### src/rtl/tiny45_pkg.sv
// Shared definitions for the tiny45 load/store path: funct3 encodings,
// LSU state encoding, access-size decode and alignment helpers.
package tiny45_pkg;

    localparam int NIBBLE_W = 4;
    localparam int WORD_W   = 32;
    localparam int NIBBLES  = WORD_W / NIBBLE_W;

    localparam logic [2:0] MEM_B  = 3'b000;
    localparam logic [2:0] MEM_H  = 3'b001;
    localparam logic [2:0] MEM_W  = 3'b010;
    localparam logic [2:0] MEM_BU = 3'b100;
    localparam logic [2:0] MEM_HU = 3'b101;

    typedef enum logic [2:0] {
        ST_IDLE    = 3'd0,
        ST_ACAP    = 3'd1,
        ST_SWAIT   = 3'd2,
        ST_SCAP    = 3'd3,
        ST_SDROP   = 3'd4,
        ST_BUS     = 3'd5,
        ST_LWAIT   = 3'd6,
        ST_LSTREAM = 3'd7
    } lsu_state_e;

    typedef enum logic [1:0] {
        SZ_B = 2'd0,
        SZ_H = 2'd1,
        SZ_W = 2'd2
    } mem_size_e;

    // Unused funct3 codes (011, 11x) fall back to a full word access.
    function automatic mem_size_e op_size(input logic [2:0] op);
        mem_size_e sz;
        case (op)
            MEM_B, MEM_BU: sz = SZ_B;
            MEM_H, MEM_HU: sz = SZ_H;
            default:       sz = SZ_W;
        endcase
        return sz;
    endfunction

    function automatic logic addr_misaligned(input logic [2:0] op, input logic [1:0] a);
        logic mis;
        case (op_size(op))
            SZ_B:    mis = 1'b0;
            SZ_H:    mis = a[0];
            default: mis = (a != 2'b00);
        endcase
        return mis;
    endfunction

endpackage

### src/rtl/tiny45_load_align.sv
// Byte-lane steering: extends read data by size/sign and builds the
// write strobes and lane-replicated write data for stores.
module tiny45_load_align
    import tiny45_pkg::*;
(
    input  logic [WORD_W-1:0] i_rdata,
    input  logic [WORD_W-1:0] i_sdata,
    input  logic [1:0]        i_addr_lo,
    input  logic [2:0]        i_mem_op,
    output logic [WORD_W-1:0] o_load_word,
    output logic [3:0]        o_wstrb,
    output logic [WORD_W-1:0] o_wdata
);

    logic [7:0]  w_byte;
    logic [15:0] w_half;
    logic        w_signed;

    // Lane select, extension and store replication for the decoded size.
    always_comb begin
        w_signed = ~i_mem_op[2];
        w_half   = i_addr_lo[1] ? i_rdata[31:16] : i_rdata[15:0];
        case (i_addr_lo)
            2'd0:    w_byte = i_rdata[7:0];
            2'd1:    w_byte = i_rdata[15:8];
            2'd2:    w_byte = i_rdata[23:16];
            default: w_byte = i_rdata[31:24];
        endcase
        case (op_size(i_mem_op))
            SZ_B: begin
                o_load_word = {{24{w_signed & w_byte[7]}}, w_byte};
                o_wstrb     = 4'b0001 << i_addr_lo;
                o_wdata     = {4{i_sdata[7:0]}};
            end
            SZ_H: begin
                o_load_word = {{16{w_signed & w_half[15]}}, w_half};
                o_wstrb     = 4'b0011 << i_addr_lo;
                o_wdata     = {2{i_sdata[15:0]}};
            end
            default: begin
                o_load_word = i_rdata;
                o_wstrb     = 4'b1111;
                o_wdata     = i_sdata;
            end
        endcase
    end

endmodule

### src/rtl/tiny45_load_store.sv
// Load/store unit behind the nibble-serial tiny45 core: captures address and
// store data from the core, runs one bus transaction, streams loads back.
module tiny45_load_store
    import tiny45_pkg::*;
#(
    parameter int ADDR_BITS = 32
) (
    input  logic                 clk,
    input  logic                 rstn,
    input  logic [2:0]           counter,
    input  logic                 address_ready,
    input  logic                 is_load,
    input  logic                 is_store,
    input  logic                 instr_complete,
    input  logic [2:0]           mem_op,
    input  logic [31:0]          core_data,
    output logic [3:0]           data_in,
    output logic                 load_data_ready,
    output logic                 bus_valid,
    output logic                 bus_we,
    output logic [ADDR_BITS-1:0] bus_addr,
    output logic [3:0]           bus_wstrb,
    output logic [31:0]          bus_wdata,
    input  logic                 bus_ready,
    input  logic [31:0]          bus_rdata,
    output logic                 busy,
    output logic                 err
);

    lsu_state_e           r_state;
    lsu_state_e           w_next_state;
    logic [2:0]           r_op;
    logic                 r_is_load;
    logic [ADDR_BITS-1:0] r_addr;
    logic [31:0]          r_sdata;
    logic [31:0]          r_word;
    logic                 r_err;

    logic                 w_mis;
    logic                 w_st_done;
    logic [31:0]          w_load_word;
    logic [3:0]           w_wstrb;
    logic [31:0]          w_wdata;

    assign w_mis     = addr_misaligned(r_op, core_data[1:0]);
    assign w_st_done = instr_complete & is_store;

    tiny45_load_align u_align (
        .i_rdata     (bus_rdata),
        .i_sdata     (r_sdata),
        .i_addr_lo   (r_addr[1:0]),
        .i_mem_op    (r_op),
        .o_load_word (w_load_word),
        .o_wstrb     (w_wstrb),
        .o_wdata     (w_wdata)
    );

    // State register, capture registers and the err pulse.
    always_ff @(posedge clk or negedge rstn) begin
        if (!rstn) begin
            r_state   <= ST_IDLE;
            r_op      <= 3'b000;
            r_is_load <= 1'b0;
            r_addr    <= '0;
            r_sdata   <= 32'h0000_0000;
            r_word    <= 32'h0000_0000;
            r_err     <= 1'b0;
        end else begin
            r_state <= w_next_state;
            r_err   <= (address_ready && (r_state != ST_IDLE)) ||
                       ((r_state == ST_ACAP) && w_mis);
            case (r_state)
                ST_IDLE: begin
                    if (address_ready) begin
                        r_op      <= mem_op;
                        r_is_load <= is_load;
                    end
                end
                ST_ACAP: begin
                    r_addr <= core_data[ADDR_BITS-1:0];
                    if (w_mis) begin
                        r_word <= 32'h0000_0000;
                    end
                end
                ST_SCAP: r_sdata <= core_data;
                ST_BUS: begin
                    if (bus_ready && r_is_load) begin
                        r_word <= w_load_word;
                    end
                end
                default: ;
            endcase
        end
    end

    // Next-state logic; a store may complete while its address is still being captured.
    always_comb begin
        w_next_state = r_state;
        case (r_state)
            ST_IDLE: begin
                if (address_ready) w_next_state = ST_ACAP;
                else               w_next_state = ST_IDLE;
            end
            ST_ACAP: begin
                if (w_mis) begin
                    if (r_is_load)      w_next_state = ST_LWAIT;
                    else if (w_st_done) w_next_state = ST_IDLE;
                    else                w_next_state = ST_SDROP;
                end else begin
                    if (r_is_load)      w_next_state = ST_BUS;
                    else if (w_st_done) w_next_state = ST_SCAP;
                    else                w_next_state = ST_SWAIT;
                end
            end
            ST_SWAIT: begin
                if (w_st_done) w_next_state = ST_SCAP;
                else           w_next_state = ST_SWAIT;
            end
            ST_SCAP: w_next_state = ST_BUS;
            ST_SDROP: begin
                if (w_st_done) w_next_state = ST_IDLE;
                else           w_next_state = ST_SDROP;
            end
            ST_BUS: begin
                if (!bus_ready)     w_next_state = ST_BUS;
                else if (r_is_load) w_next_state = ST_LWAIT;
                else                w_next_state = ST_IDLE;
            end
            ST_LWAIT: begin
                if (counter == 3'd7) w_next_state = ST_LSTREAM;
                else                 w_next_state = ST_LWAIT;
            end
            ST_LSTREAM: begin
                if (counter == 3'd7) w_next_state = ST_IDLE;
                else                 w_next_state = ST_LSTREAM;
            end
            default: w_next_state = ST_IDLE;
        endcase
    end

    // Outputs decoded from registered state; bus fields are zero outside BUS.
    always_comb begin
        busy            = (r_state != ST_IDLE);
        err             = r_err;
        bus_valid       = (r_state == ST_BUS);
        load_data_ready = (r_state == ST_LSTREAM);
        if (bus_valid) begin
            bus_we    = ~r_is_load;
            bus_addr  = {r_addr[ADDR_BITS-1:2], 2'b00};
            bus_wstrb = r_is_load ? 4'b0000 : w_wstrb;
            bus_wdata = r_is_load ? 32'h0000_0000 : w_wdata;
        end else begin
            bus_we    = 1'b0;
            bus_addr  = '0;
            bus_wstrb = 4'b0000;
            bus_wdata = 32'h0000_0000;
        end
        if (load_data_ready) begin
            data_in = r_word[{counter, 2'b00} +: 4];
        end else begin
            data_in = 4'h0;
        end
    end

endmodule

### config.mk
export PLATFORM = sky130hd
export DESIGN_NAME = tiny45_load_store
export DESIGN_NICKNAME = d
export VERILOG_FILES = /design/src/rtl/tiny45_pkg.sv /design/src/rtl/tiny45_load_align.sv /design/src/rtl/tiny45_load_store.sv
export SDC_FILE = /design/constraint.sdc
export NUM_CORES = 1
export LEC_CHECK = 0
export BUFFER_PORTS_ARGS = -buffer_cell sky130_fd_sc_hd__buf_2
export CAP_MARGIN = 20
export CORE_MARGIN = 8
export CORE_UTILIZATION = 50
export DETAILED_ROUTE_END_ITERATION = 8
export MAX_ROUTING_LAYER = met4
export PLACE_DENSITY = 0.77
export SLEW_MARGIN = 30
export SYNTH_ARGS = -nofsm -noshare
export SYNTH_HDL_FRONTEND = slang
export SYNTH_SLANG_ARGS = --single-unit
export TNS_END_PERCENT = 100
### constraint.sdc
create_clock -name clk -period 4.7 [get_ports clk]
set_clock_uncertainty 0.1 [all_clocks]
set_input_delay 0.705 -clock clk [delete_from_list [all_inputs] [get_ports clk]]
set_output_delay 0.705 -clock clk [all_outputs]
set_load 0.005 [all_outputs]
# Yosys cells after proc, flatten, opt, wreduce, memory -nomap -nowiden
# Cells that the tools add are included.
totals:
  regBits: 104
  in_bits: 77
  out_inout_bits: 77
  wordCells: 74
op_classes:
  n_eq_ne: 16
  shifts: 3
  n_mux: 28
  bitwise_logic: 5
  n_reduce_logical: 15
op_table:
  columns: ["op", "count"]
  rows:
  - ["case mux 32 bit (2 select lines)", 3]
  - ["2-to-1 mux 32 bit", 5]
  - ["variable part select 32 x 6 -> 4 bit", 1]
  - ["case mux 3 bit (8 select lines)", 1]
  - ["case mux 8 bit (3 select lines)", 1]
  - ["equality test 3 bit, second input constant", 7]
  - ["2-to-1 mux 3 bit", 7]
  - ["2-to-1 mux 16 bit", 1]
  - ["2-to-1 mux 4 bit", 3]
  - ["case mux 4 bit (2 select lines)", 1]
  - ["equality test 3 x 1 -> 1 bit, second input constant", 2]
  - ["equality test 3 x 2 -> 1 bit, second input constant", 2]
  - ["logical NOT 3 bit", 2]
  - ["equality test 2 x 1 -> 1 bit, second input constant", 2]
  - ["logical NOT 2 bit", 2]
  - ["2-to-1 mux 1 bit", 4]
  - ["case mux 2 bit (2 select lines)", 1]
  - ["nonzero test 2 bit", 2]
  - ["OR reduction 2 bit", 2]
  - ["<< shifter 1 x 2 -> 4 bit, first input constant", 1]
  - ["<< shifter 2 x 2 -> 4 bit, first input constant", 1]
  - ["AND 1 bit", 3]
  - ["logical AND 1 bit", 3]
  - ["AND reduction 3 bit", 1]
  - ["8 further kinds", 9]

# Longest topological paths before layout
# Gate-level depths: netlist (run 1).
logic_depth:
  word_depth: 7
  mapped_depth: 8
  depth_no_buf: 6

# By module
# A second synthesis (run 1) with hierarchy kept.
hier_totals:
  hier_cells: 598
  hier_area_um2: 6182.2
by_module_without_submodules:
  columns: ["module", "instances", "cells_per_inst", "area_per_inst_um2", "seq_area_each_um2"]
  rows:
  - ["tiny45_load_store", 1, 415, 4904.7, 2602.5]
  - ["tiny45_load_align", 1, 183, 1277.5, 0.0]

# Least setup slack after synthesis (run 1)
# Ideal clock, no wire load.
synth_path:
  path_type: "input to output"
  startpoint: "input port counter[0]"
  endpoint: "output port data_in[0]"
  arrival_ns: 1.649
  required_time_ns: 3.895
  path_slack_ns: 2.246
  stages: 4
  n_path_buf: 1
  cell_sequence: "buf_2 > mux4_2 > mux2i_1 > nor2_1"
synth_between:
  elab_chain_cells: 2
synth_rtl:
  columns: ["element", "line_no", "text"]
  rows:
  - ["start, declared", "tiny45_load_store.sv:10", "input logic [2:0] counter,"]
  - ["variable part select 32 x 6 -> 4 bit", "tiny45_load_store.sv:159", "data_in = r_word[{counter, 2'b00} +: 4];"]
  - ["2-to-1 mux 4 bit", "tiny45_load_store.sv:158", "if (load_data_ready) begin"]
  - ["end, declared", "tiny45_load_store.sv:17", "output logic [3:0] data_in,"]
# No other way between the ends.

# Worst setup path after layout (run 1)
layout_path:
  startpoint: "register r_state[2]"
  endpoint: "output port bus_wstrb[3]"
layout_between:
  elab_chain_cells: 2
layout_rtl:
  columns: ["element", "line_no", "text"]
  rows:
  - ["start, declared", "tiny45_load_store.sv:30", "lsu_state_e r_state;"]
  - ["start signal, assigned", "tiny45_load_store.sv:69", "r_state <= w_next_state;"]
  - ["equality test 3 bit", "tiny45_load_store.sv:145", "bus_valid = (r_state == ST_BUS);"]
  - ["2-to-1 mux 4 bit", "tiny45_load_store.sv:147", "if (bus_valid) begin"]
  - ["end, declared", "tiny45_load_store.sv:22", "output logic [3:0] bus_wstrb,"]
# No other way between the ends.

==> flow_metrics.env, run 1 <==
export IMPL_finalCriticalPeriod_ps=3480
export IMPL_path_clk_slew_ps=70
export IMPL_fill_cells=923
export IMPL_relSlewSlack=0.352
export IMPL_cts_sinks=104
export IMPL_cp_max_fo=35
export IMPL_post_dp_hpwl_um=12200
export IMPL_cp_end_kind="primary output"
export IMPL_clk_latency_ps=350
export IMPL_hold_viol_final=0
export IMPL_yosys_area_share_adder=0
export IMPL_synth_top_family_by_area="multiplexers"
export IMPL_die_height_um=123
export IMPL_routed_wl_um=16700
export IMPL_grt_pass1_wl_um=26500
export IMPL_cts_tree="yes"
export IMPL_wl_per_cell_um=20.9
export IMPL_rows=39
export IMPL_antennaDiodeCount=0
export IMPL_vias=4744
export IMPL_avgViaCountPerCell=5.94
export IMPL_tightestPinTransition_ps=972
export IMPL_cp_slowest_stage_delay_ps=610
export IMPL_drc=0
export IMPL_crit_path_top_delay_cell="dfrtp_1"
export IMPL_drtPass1Iterations=5
export IMPL_ys_flop_type="dfrtp_1"
export IMPL_grt_use_total=0.235
export IMPL_yosysSeqAreaShare=0.455
export IMPL_postCtsSetupBuffers=0
export IMPL_cp_required_ps=3890
export IMPL_power_density_mw_per_mm2=608
export IMPL_antenna_found_initial=0
export IMPL_synth_compound_area_frac=0.134
export IMPL_portBuffers=151
export IMPL_path_cells="nand3b_4 -> inv_4 -> nand2b_2 -> inv_2 -> o21ai_1 -> a21oi_1 -> buf_2"
export IMPL_rsz0062_at_grt="no"
export IMPL_cts_root_buf="clkbuf_16"
export IMPL_drive_above_1_share=0.396
export IMPL_cp_top_family="buffers and inverters"
export IMPL_syn_inst=527
export IMPL_ys_ff_latch=104
export IMPL_htree_levels=3
export IMPL_finalSetupTns_ps=0
export IMPL_drv_cap=0
export IMPL_outcome="complete, no violations"
export IMPL_crit_path_start_kind="register"
export IMPL_cts_buffers=9
export IMPL_final_cell_area_sq_mm=0.00680
export IMPL_dp_slack_ps=1270
export IMPL_syn_cell_area_sq_mm=0.00572
export IMPL_dieArea_sq_mm=0.0151
export IMPL_yosys_area_share_xor_xnor=0.00153
export IMPL_critical_path_class="register to primary output"
export IMPL_layout_nets=729
export IMPL_worst_ep_arrival_time_ps=2670
export IMPL_drtIter0Drc=456
export IMPL_placedInstanceArea_sq_mm=0.00649
export IMPL_yosys_area_share_simple=0.155
export IMPL_fmax_ghz=0.288
export IMPL_start_util=0.507
export IMPL_crit_path_start="r_state[2]"
export IMPL_ys_async_sr_fraction=1.00
export IMPL_area_growth_pct=19.0
export IMPL_cts_hold_buf=0
export IMPL_fin_crit_sh=0.740
export IMPL_min_path_type="primary input to asynchronous set/reset pin"
export IMPL_rr_startpoint="r_op[1]"
export IMPL_hold_slack_ps=266
export IMPL_cts_buffer_depth=2
export IMPL_synth_edf_count=0
export IMPL_cts_resized=0
export IMPL_ant_nets=0
export IMPL_core_sq_mm=0.0113
export IMPL_setup_viol=0
export IMPL_peakVddDrop_mv=0.382
export IMPL_synth_mux_area_frac=0.212
export IMPL_ys_warn_count=0
export IMPL_synthDistinctLibCells=44
export IMPL_num_io_pins=154
export IMPL_power_leakage_uw=0.00321
export IMPL_grt_max_degree=75
export IMPL_grt_pass1_vias=4973
export IMPL_gp_congestion=0.964
export IMPL_fp_dieW_um=123
export IMPL_synth_area_per_cell_sq_um=10.9
export IMPL_path_buf_inv=3
export IMPL_report_final_slew_viol_count=0
export IMPL_globalRoute_totalOverflow=0
export IMPL_worst_slack_ps=1220
-- cell usage after synthesis, types with 2 or more instances --
| cell | instances | share of area |
|---|---|---|
| inv_2 | 2 | 0.0013 |
| o2bb2ai_1 | 9 | 0.014 |
| nor2_2 | 4 | 0.0044 |
| buf_4 | 4 | 0.0053 |
| nand3_1 | 12 | 0.011 |
| or3_1 | 9 | 0.0098 |
| a221o_1 | 18 | 0.032 |
| o21ai_0 | 14 | 0.012 |
| nor3_1 | 9 | 0.0079 |
| a21oi_1 | 33 | 0.029 |
| a31oi_1 | 9 | 0.0098 |
| mux2_1 | 7 | 0.014 |
| nand2_1 | 36 | 0.024 |
| o21a_1 | 2 | 0.0026 |
| and2_1 | 38 | 0.042 |
| mux2i_1 | 29 | 0.051 |
| nor2b_1 | 10 | 0.011 |
| clkbuf_1 | 13 | 0.0085 |
| mux4_2 | 8 | 0.032 |
| nand2b_1 | 12 | 0.013 |
| mux2_2 | 59 | 0.12 |
| buf_2 | 24 | 0.021 |
| inv_1 | 5 | 0.0033 |
| a41oi_2 | 7 | 0.020 |
| nor2_1 | 31 | 0.020 |
| o21ai_1 | 2 | 0.0018 |
| dfrtp_1 | 104 | 0.46 |
-- state kept, by name (all words and copies together), names as in the netlist --
signal     cells
r_state        3
r_is_load      1
r_word        32
r_op           3
r_sdata       32
r_addr        32
err            1
-- layer usage --
layer  global-route usage  share of wire  vias up
met5                    -              0        -
met4               0.0655          0.015        0
met3               0.0607          0.081       26
met2                0.371           0.48      233
met1                0.292           0.43     2346
li1                     -              -     2139
-- through the flow --
step           std cells  total power, uW   util
2_1_floorplan        528             2900      -
3_3_place_gp         784             3300  0.576
3_5_place_dp         784             3370  0.576
4_1_cts              799             4150  0.603
5_1_grt              799             4400  0.604
6_report             799             4140  0.604
-- where the power goes --
group          switching, uW  total (uW)  internal, uW
Sequential               418        1730          1310
Combinational            798        1630           833
Clock                    357         777           420
-- worst paths after layout --
check                      cells past startpoint  slack, ps           end
max                                            7       1220  bus_wstrb[3]
min                                            1        270    r_word[17]
max reg2reg                                    5       2080    r_word[27]
min reg2reg                                    1        400     r_word[6]
max in group asynchronous                      2       3350    r_word[13]
min in group clk                               1        400     r_word[6]
-- cells in the final DEF, fill, tap and decap left out, types with 2 or more instances in the layout --
cell type and n:
a21oi_1 33, a221o_1 18, a31oi_1 9, a41oi_2 7
and2_1 38, buf_2 150, buf_4 4, clkbuf_16 9
clkinv_4 2, conb_1 2, dfrtp_1 104, inv_1 5
inv_2 2, inv_8 2, mux2_1 7, mux2_2 59
mux2i_1 29, mux4_2 8, nand2_1 36, nand2b_1 11
nand3_1 12, nor2_1 31, nor2_2 4, nor2b_1 10
nor3_1 9, o21a_1 2, o21ai_0 14, o21ai_1 2
o2bb2ai_1 9, or3_1 9
-- logic make-up (layout without fill, tap and decap cells) --
logic type | Yosys count | count (layout)
AND/OR/NAND/NOR | 167 | 167
flip-flops | 104 | 104
multiplexers | 103 | 103
AO/OA/AOI/OAI | 101 | 101
buffers and inverters | 50 | 178
other | 1 | 2
XOR/XNOR | 1 | 1
-- area by class of cell --
| type | instances | area (sq um) | area share |
|---|---|---|---|
| multi-input combinational | 374 | 2900 | 0.426 |
| sequential | 104 | 2600 | 0.382 |
| timing repair buffer | 155 | 792 | 0.116 |
| clock buffer | 9 | 225 | 0.0331 |
| tap | 143 | 179 | 0.0263 |
| clock inverter | 6 | 77.6 | 0.0114 |
| inverter | 8 | 32.5 | 0.00478 |
Note: power is estimated with default switching activity, not from simulation.
==> inputs of run 2 (changes only) <==
--- a/config.mk
+++ b/config.mk
@@ -5,6 +5,7 @@
 export SDC_FILE = /design/constraint.sdc
 export NUM_CORES = 1
 export LEC_CHECK = 0
+export ABC_AREA = 1
 export BUFFER_PORTS_ARGS = -buffer_cell sky130_fd_sc_hd__buf_2
 export CAP_MARGIN = 20
 export CORE_MARGIN = 8
==> constraint.sdc (replaced) <==
create_clock -name clk -period 3.2 [get_ports clk]
set_clock_uncertainty 0.1 [all_clocks]
set_input_delay 0.48 -clock clk [delete_from_list [all_inputs] [get_ports clk]]
set_output_delay 0.48 -clock clk [all_outputs]
set_load 0.005 [all_outputs]
==> run 2 against run 1 <==
Register-to-register slack lost 1100 ps. Core utilization grew 0.36 points. Worst hold slack worse by 170 ps. Sequential cell count unchanged. Wire length grew 0.56%. Design area up 0.17%. First-iteration DRC count increased by 1.8%. Synthesized cell count increased by 46%. Clock power up 58%. Via count grew 15%. Sequential share of layout area fell by 0.063 points. Largest cell class unchanged. Highest routed layer unchanged.
==> flow_metrics.env, run 2 <==
export IMPL_ys_warn_count=0
export IMPL_fin_crit_sh=0.873
export IMPL_path_buf_inv=3
export IMPL_internal_power_uw=3420
export IMPL_globalRoute_totalOverflow=0
export IMPL_tightestPinTransition_ps=744
export IMPL_rsz0062_at_grt="no"
export IMPL_fp_dieW_um=122
export IMPL_path_depth=7
export IMPL_wl_per_cell_um=16.0
export IMPL_comb_power_share=0.380
export IMPL_vias=5458
export IMPL_grt_pass1_vias=5190
export IMPL_htree_levels=3
export IMPL_drive_above_1_share=0.249
export IMPL_drtIter0Drc=464
export IMPL_syn_inst=770
export IMPL_yosys_area_top_type="dfrtp_1"
export IMPL_yosysMostFrequentCell="nand2_1"
export IMPL_layout_commonest_cell="nand2_1"
export IMPL_grt_pass1_wl_um=26600
export IMPL_rows=39
export IMPL_synthTopCellsByCount="207 x nand2_1, 161 x nor2_1, 104 x dfrtp_1"
export IMPL_crit_path_top_delay_cell="nor2_1"
export IMPL_swShare=0.402
export IMPL_cpMostUsedCell="nor2_1"
export IMPL_worst_slack_ps=408
export IMPL_report_final_slew_viol_count=0
export IMPL_cts_buffers=9
export IMPL_ys_async_sr_fraction=1.00
export IMPL_cts_buffer_depth=2
export IMPL_finalSetupTns_ps=0
export IMPL_fin_util=0.607
export IMPL_power_leakage_uw=0.00370
export IMPL_core_sq_mm=0.0112
export IMPL_synth_edf_count=0
export IMPL_cts_hold_buf=0
export IMPL_r2r_cells=7
export IMPL_synth_area_per_cell_sq_um=7.35
export IMPL_net_switching_power_uw=2290
export IMPL_cp_end_kind="primary output"
export IMPL_cp_top_family="simple AND/OR/NAND/NOR gates"
export IMPL_stdcell_count=1048
export IMPL_antennaDiodeCount=0
export IMPL_area_growth_pct=20.3
export IMPL_cts_sinks=104
export IMPL_hold_viol_final=0
export IMPL_cts_root_buf="clkbuf_16"
export IMPL_dp_cells=1032
export IMPL_dieArea_sq_mm=0.0150
export IMPL_synthDistinctLibCells=29
export IMPL_ys_ff_latch=104
export IMPL_path_clk_slew_ps=70
export IMPL_grt_use_total=0.232
export IMPL_drc=0
export IMPL_portBuffers=151
export IMPL_outcome="complete, no violations"
export IMPL_cts_resized=0
export IMPL_avgViaCountPerCell=5.21
export IMPL_yosysSeqAreaShare=0.460
export IMPL_critical_path_class="register to primary output"
export IMPL_seqPwrFrac=0.405
export IMPL_cp_required_ps=2620
export IMPL_cts_tree="yes"
export IMPL_cp_slowest_stage_delay_ps=430
export IMPL_peakVddDrop_mv=0.424
export IMPL_dp_slack_ps=772
export IMPL_layout_nets=977
export IMPL_crit_path_start_kind="register"
export IMPL_cp_max_fo=16
export IMPL_final_cell_mix="207 x nand2_1, 160 x nor2_1, 150 x buf_2, 104 x dfrtp_1, 85 x o21ai_0"
export IMPL_reg_top3="r_addr: 32 flops, r_sdata: 32 flops, r_word: 32 flops"
export IMPL_gp_congestion=0.902
export IMPL_finalCriticalPeriod_ps=2790
export IMPL_grt_max_degree=57
export IMPL_syn_cell_area_sq_mm=0.00566
export IMPL_postCtsSetupBuffers=0
export IMPL_ant_nets=0
export IMPL_path_cells="inv_1 -> nor2_1 -> nand2_1 -> nor2_1 -> inv_2 -> nor3_1 -> buf_2"
export IMPL_ys_flop_type="dfrtp_1"
export IMPL_start_util=0.505
export IMPL_min_path_type="primary input to asynchronous set/reset pin"
export IMPL_drtPass1Iterations=5
export IMPL_power_density_mw_per_mm2=838
export IMPL_worst_ep_arrival_time_ps=2210
export IMPL_drv_cap=0
export IMPL_routed_wl_um=16800
export IMPL_num_io_pins=154
export IMPL_clkPwrFrac=0.215
export IMPL_antenna_found_initial=0
export IMPL_fmax_ghz=0.358
export IMPL_synth_area_top_cells="dfrtp_1 46%, nand2_1 14%, nor2_1 11%"
export IMPL_p_total_uw=5710
export IMPL_clk_latency_ps=350
export IMPL_relSlewSlack=0.504
export IMPL_post_dp_hpwl_um=12500
export IMPL_die_height_um=122
export IMPL_synth_top_cell_area_share=0.460
export IMPL_setup_viol=0
[run 2: changes by cell type after synthesis, moves of 34 or more]
cell	delta
inv_1	+55
nor2_1	+130
nand2_1	+171
and2_1	-38
o21ai_0	+71
mux2_2	-34
[run 2: cell families (layout without fill, tap and decap cells)]
| kind of cell | Yosys count | count (layout) | synth area share |
|---|---|---|---|
| buf+inv | 109 | 243 | 0.0817 |
| other cells | 1 | 2 | 0.000662 |
| mux | 25 | 25 | 0.0497 |
| simple gates | 406 | 406 | 0.288 |
| compound gates | 125 | 125 | 0.120 |
| flops | 104 | 104 | 0.460 |
[run 2: final timing paths]
check	startpoint	to	slack, ps
worst max-delay path	r_state[0]	bus_wdata[31]	410
worst min-delay path	rstn	r_word[1]	90
worst max register to register	r_addr[1]	r_word[22]	980
worst min register to register	r_word[5]	r_word[5]	380
max in group asynchronous	rstn	r_addr[20]	2200
min in group clk	core_data[27]	r_addr[27]	250
[run 2: per-layer routing]
layer | part of all wire | wire length, um | vias to the layer above | GRT usage
li1 | - | - | 2676 | -
met1 | 0.43 | 7290 | 2528 | 0.297
met2 | 0.48 | 8080 | 229 | 0.365
met3 | 0.064 | 1080 | 25 | 0.0488
met4 | 0.019 | 312 | 0 | 0.0678
met5 | 0 | 0 | - | -
[run 2: metrics by stage]
| step | cell area (sq um) | hold WS [ps] |
|---|---|---|
| finish | 6820 | 91.9 |
| global route | 6820 | 147 |
| CTS | 6820 | 117 |
| detailed placement | 6480 | 355 |
| global placement | 6480 | 350 |
| floorplan | 5670 | 84.4 |
[run 2: power groups by stage]
stage	combinational, uW	clock, uW	sequential [uW]
after global routing	2470	1280	2370
after CTS	2180	1230	2300
after floorplan	1680	0	2140
final	2170	1230	2310
after detailed placement	2170	0	2320
after global placement	2140	0	2300
[run 2: area by class of cell]
class	instances	area, sq um
Fill cell	1054	4410
Multi-Input combinational cell	558	2610
Sequential cell	104	2600
Timing Repair Buffer	160	838
Inverter	67	251
Clock buffer	10	239
Tap cell	143	179
Clock inverter	6	91.3
[run 2: worst register-to-register path: stages (launching register included)]
cell     delay, ps
dfrtp_1        700
inv_1          350
nand3_1        140
nand3_1        110
nand3_2        170
nand3_2        320
nand2_1        160
nand2_1         70
==> inputs of run 3 (changes only) <==
==> constraint.sdc (replaced) <==
create_clock -name clk -period 3 [get_ports clk]
set_clock_uncertainty 0.1 [all_clocks]
set_input_delay 0.6 -clock clk [delete_from_list [all_inputs] [get_ports clk]]
set_output_delay 0.6 -clock clk [all_outputs]
set_load 0.005 [all_outputs]
==> run 3 against run 2 <==
Setup slack worse by 130 ps. Register-to-register slack worse by 260 ps. Sequential share of layout area rose by 0.16 points. Die area unchanged. Largest cell class unchanged. Highest routed layer unchanged. Clock power barely moved.
==> flow_metrics.env, run 3 (same netlist as run 2, synthesis figures left out) <==
export IMPL_rr_startpoint="r_addr[1]"
export IMPL_setup_viol=0
export IMPL_num_io_pins=154
export IMPL_cp_top_family="buffers and inverters"
export IMPL_drtIter0Drc=389
export IMPL_drv_cap=0
export IMPL_cts_tree="yes"
export IMPL_relSlewSlack=0.599
export IMPL_cts_sinks=104
export IMPL_cts_buffer_depth=2
export IMPL_die_height_um=122
export IMPL_antenna_found_initial=0
export IMPL_peakVddDrop_mv=0.437
export IMPL_grt_pass1_vias=5309
export IMPL_htree_levels=3
export IMPL_fp_dieW_um=122
export IMPL_final_cell_mix="207 x nand2_1, 160 x nor2_1, 150 x buf_2, 104 x dfrtp_1, 85 x o21ai_0"
export IMPL_path_clk_slew_ps=70
export IMPL_cts_root_buf="clkbuf_16"
export IMPL_cp_required_ps=2300
export IMPL_fmax_ghz=0.368
export IMPL_stdcell_count=1048
export IMPL_worst_ep_arrival_time_ps=2020
export IMPL_grt_pass1_wl_um=26800
export IMPL_rr_endpoint="r_word[21]"
export IMPL_clk_latency_ps=340
export IMPL_min_path_type="primary input to asynchronous set/reset pin"
export IMPL_reg_top3="r_addr: 32 flops, r_sdata: 32 flops, r_word: 32 flops"
export IMPL_crit_path_top_delay_cell="dfrtp_1"
export IMPL_hold_viol_final=0
export IMPL_grt_use_total=0.235
export IMPL_core_sq_mm=0.0112
export IMPL_cts_resized=0
export IMPL_outcome="complete, no violations"
export IMPL_routed_wl_um=16700
export IMPL_fill_cells=1053
export IMPL_antennaDiodeCount=0
export IMPL_multi_input_area_sq_mm=0.00262
export IMPL_postCtsSetupBuffers=0
export IMPL_vias=5413
export IMPL_r2r_cells=7
export IMPL_report_final_slew_viol_count=0
export IMPL_layout_nets=977
export IMPL_wl_per_cell_um=16.0
export IMPL_rows=39
export IMPL_globalRoute_totalOverflow=0
export IMPL_area_growth_pct=19.8
export IMPL_fin_crit_sh=0.906
export IMPL_cp_slowest_stage_delay_ps=480
export IMPL_drtPass1Iterations=5
export IMPL_cp_max_fo=10
export IMPL_dieArea_sq_mm=0.0150
export IMPL_drc=0
export IMPL_reg2reg_slack_ps=720
export IMPL_drive_above_1_share=0.248
export IMPL_power_density_mw_per_mm2=882
export IMPL_start_util=0.505
export IMPL_portBuffers=151
export IMPL_path_cells="inv_2 -> nor2_2 -> inv_1 -> o22ai_1 -> nor3_1 -> buf_2"
export IMPL_layout_commonest_cell="nand2_1"
export IMPL_finalSetupTns_ps=0
export IMPL_gp_congestion=0.897
export IMPL_dp_cells=1032
export IMPL_rsz0062_at_grt="no"
export IMPL_critical_path_class="register to primary output"
export IMPL_cts_hold_buf=0
export IMPL_seq_area_sq_mm=0.00260
export IMPL_post_dp_hpwl_um=12600
export IMPL_finalCriticalPeriod_ps=2720
export IMPL_crit_path_start_kind="register"
export IMPL_cp_end_kind="primary output"
export IMPL_path_buf_inv=3
export IMPL_avgViaCountPerCell=5.17
export IMPL_ant_nets=0
export IMPL_cts_buffers=9
export IMPL_tightestPinTransition_ps=602
export IMPL_power_leakage_uw=0.00368
export IMPL_grt_max_degree=63
[run 3: cell types whose count changed in the layout (fill, tap and decap cells not counted), sizes merged]
| cell | change |
|---|---|
| clkinvlp | +1 |
| clkbuf | +1 |
| bufinv | -1 |
| inv | +1 |
| clkinv | -2 |
[run 3: metal layers]
layer / vias up / routed length [um] / global-route usage
met5: - / 0 / -
met4: 0 / 374 / 0.0906
met3: 22 / 1230 / 0.0603
met2: 182 / 8200 / 0.381
met1: 2528 / 6930 / 0.276
li1: 2681 / - / -
[run 3: layout make-up]
| type | instances | area share |
|---|---|---|
| Tap cell | 143 | 0.0264 |
| Inverter | 67 | 0.0371 |
| Timing Repair Buffer | 160 | 0.122 |
| Sequential cell | 104 | 0.383 |
| Clock inverter | 5 | 0.00940 |
| Multi-Input combinational cell | 558 | 0.386 |
| Clock buffer | 11 | 0.0358 |
[run 3: how the worst max path moves through the flow]
| stage | start | to | slack (ps) | depth (start not counted) |
|---|---|---|---|---|
| floorplan | counter[1] | data_in[1] | 820 | 6 |
| global placement | counter[0] | data_in[1] | 610 | 7 |
| detailed placement | counter[0] | data_in[0] | 540 | 7 |
| CTS | r_op[0] | bus_wdata[31] | 290 | 6 |
| global route | r_op[0] | bus_wdata[31] | 100 | 6 |
| finish | r_op[0] | bus_wdata[31] | 280 | 6 |
[run 3: where the power goes]
part | total [uW] | internal [uW] | switching, uW | leakage (uW)
sequential | 2470 | 2020 | 448 | 0.00128
clock | 1220 | 678 | 538 | 0.000147
combinational | 2300 | 858 | 1440 | 0.00225
total | 5990 | 3560 | 2430 | 0.00368
[run 3: metrics by stage]
step	utilization	total power [uW]	worst slack [ps]	hold slack (ps)	instance area [sq um]
2_1_floorplan	-	4080	820	204	5670
3_3_place_gp	0.577	4710	615	360	6470
3_5_place_dp	0.577	4770	544	360	6470
4_1_cts	0.604	6000	291	137	6780
5_1_grt	0.605	6450	102	160	6790
6_report	0.605	5990	281	123	6790
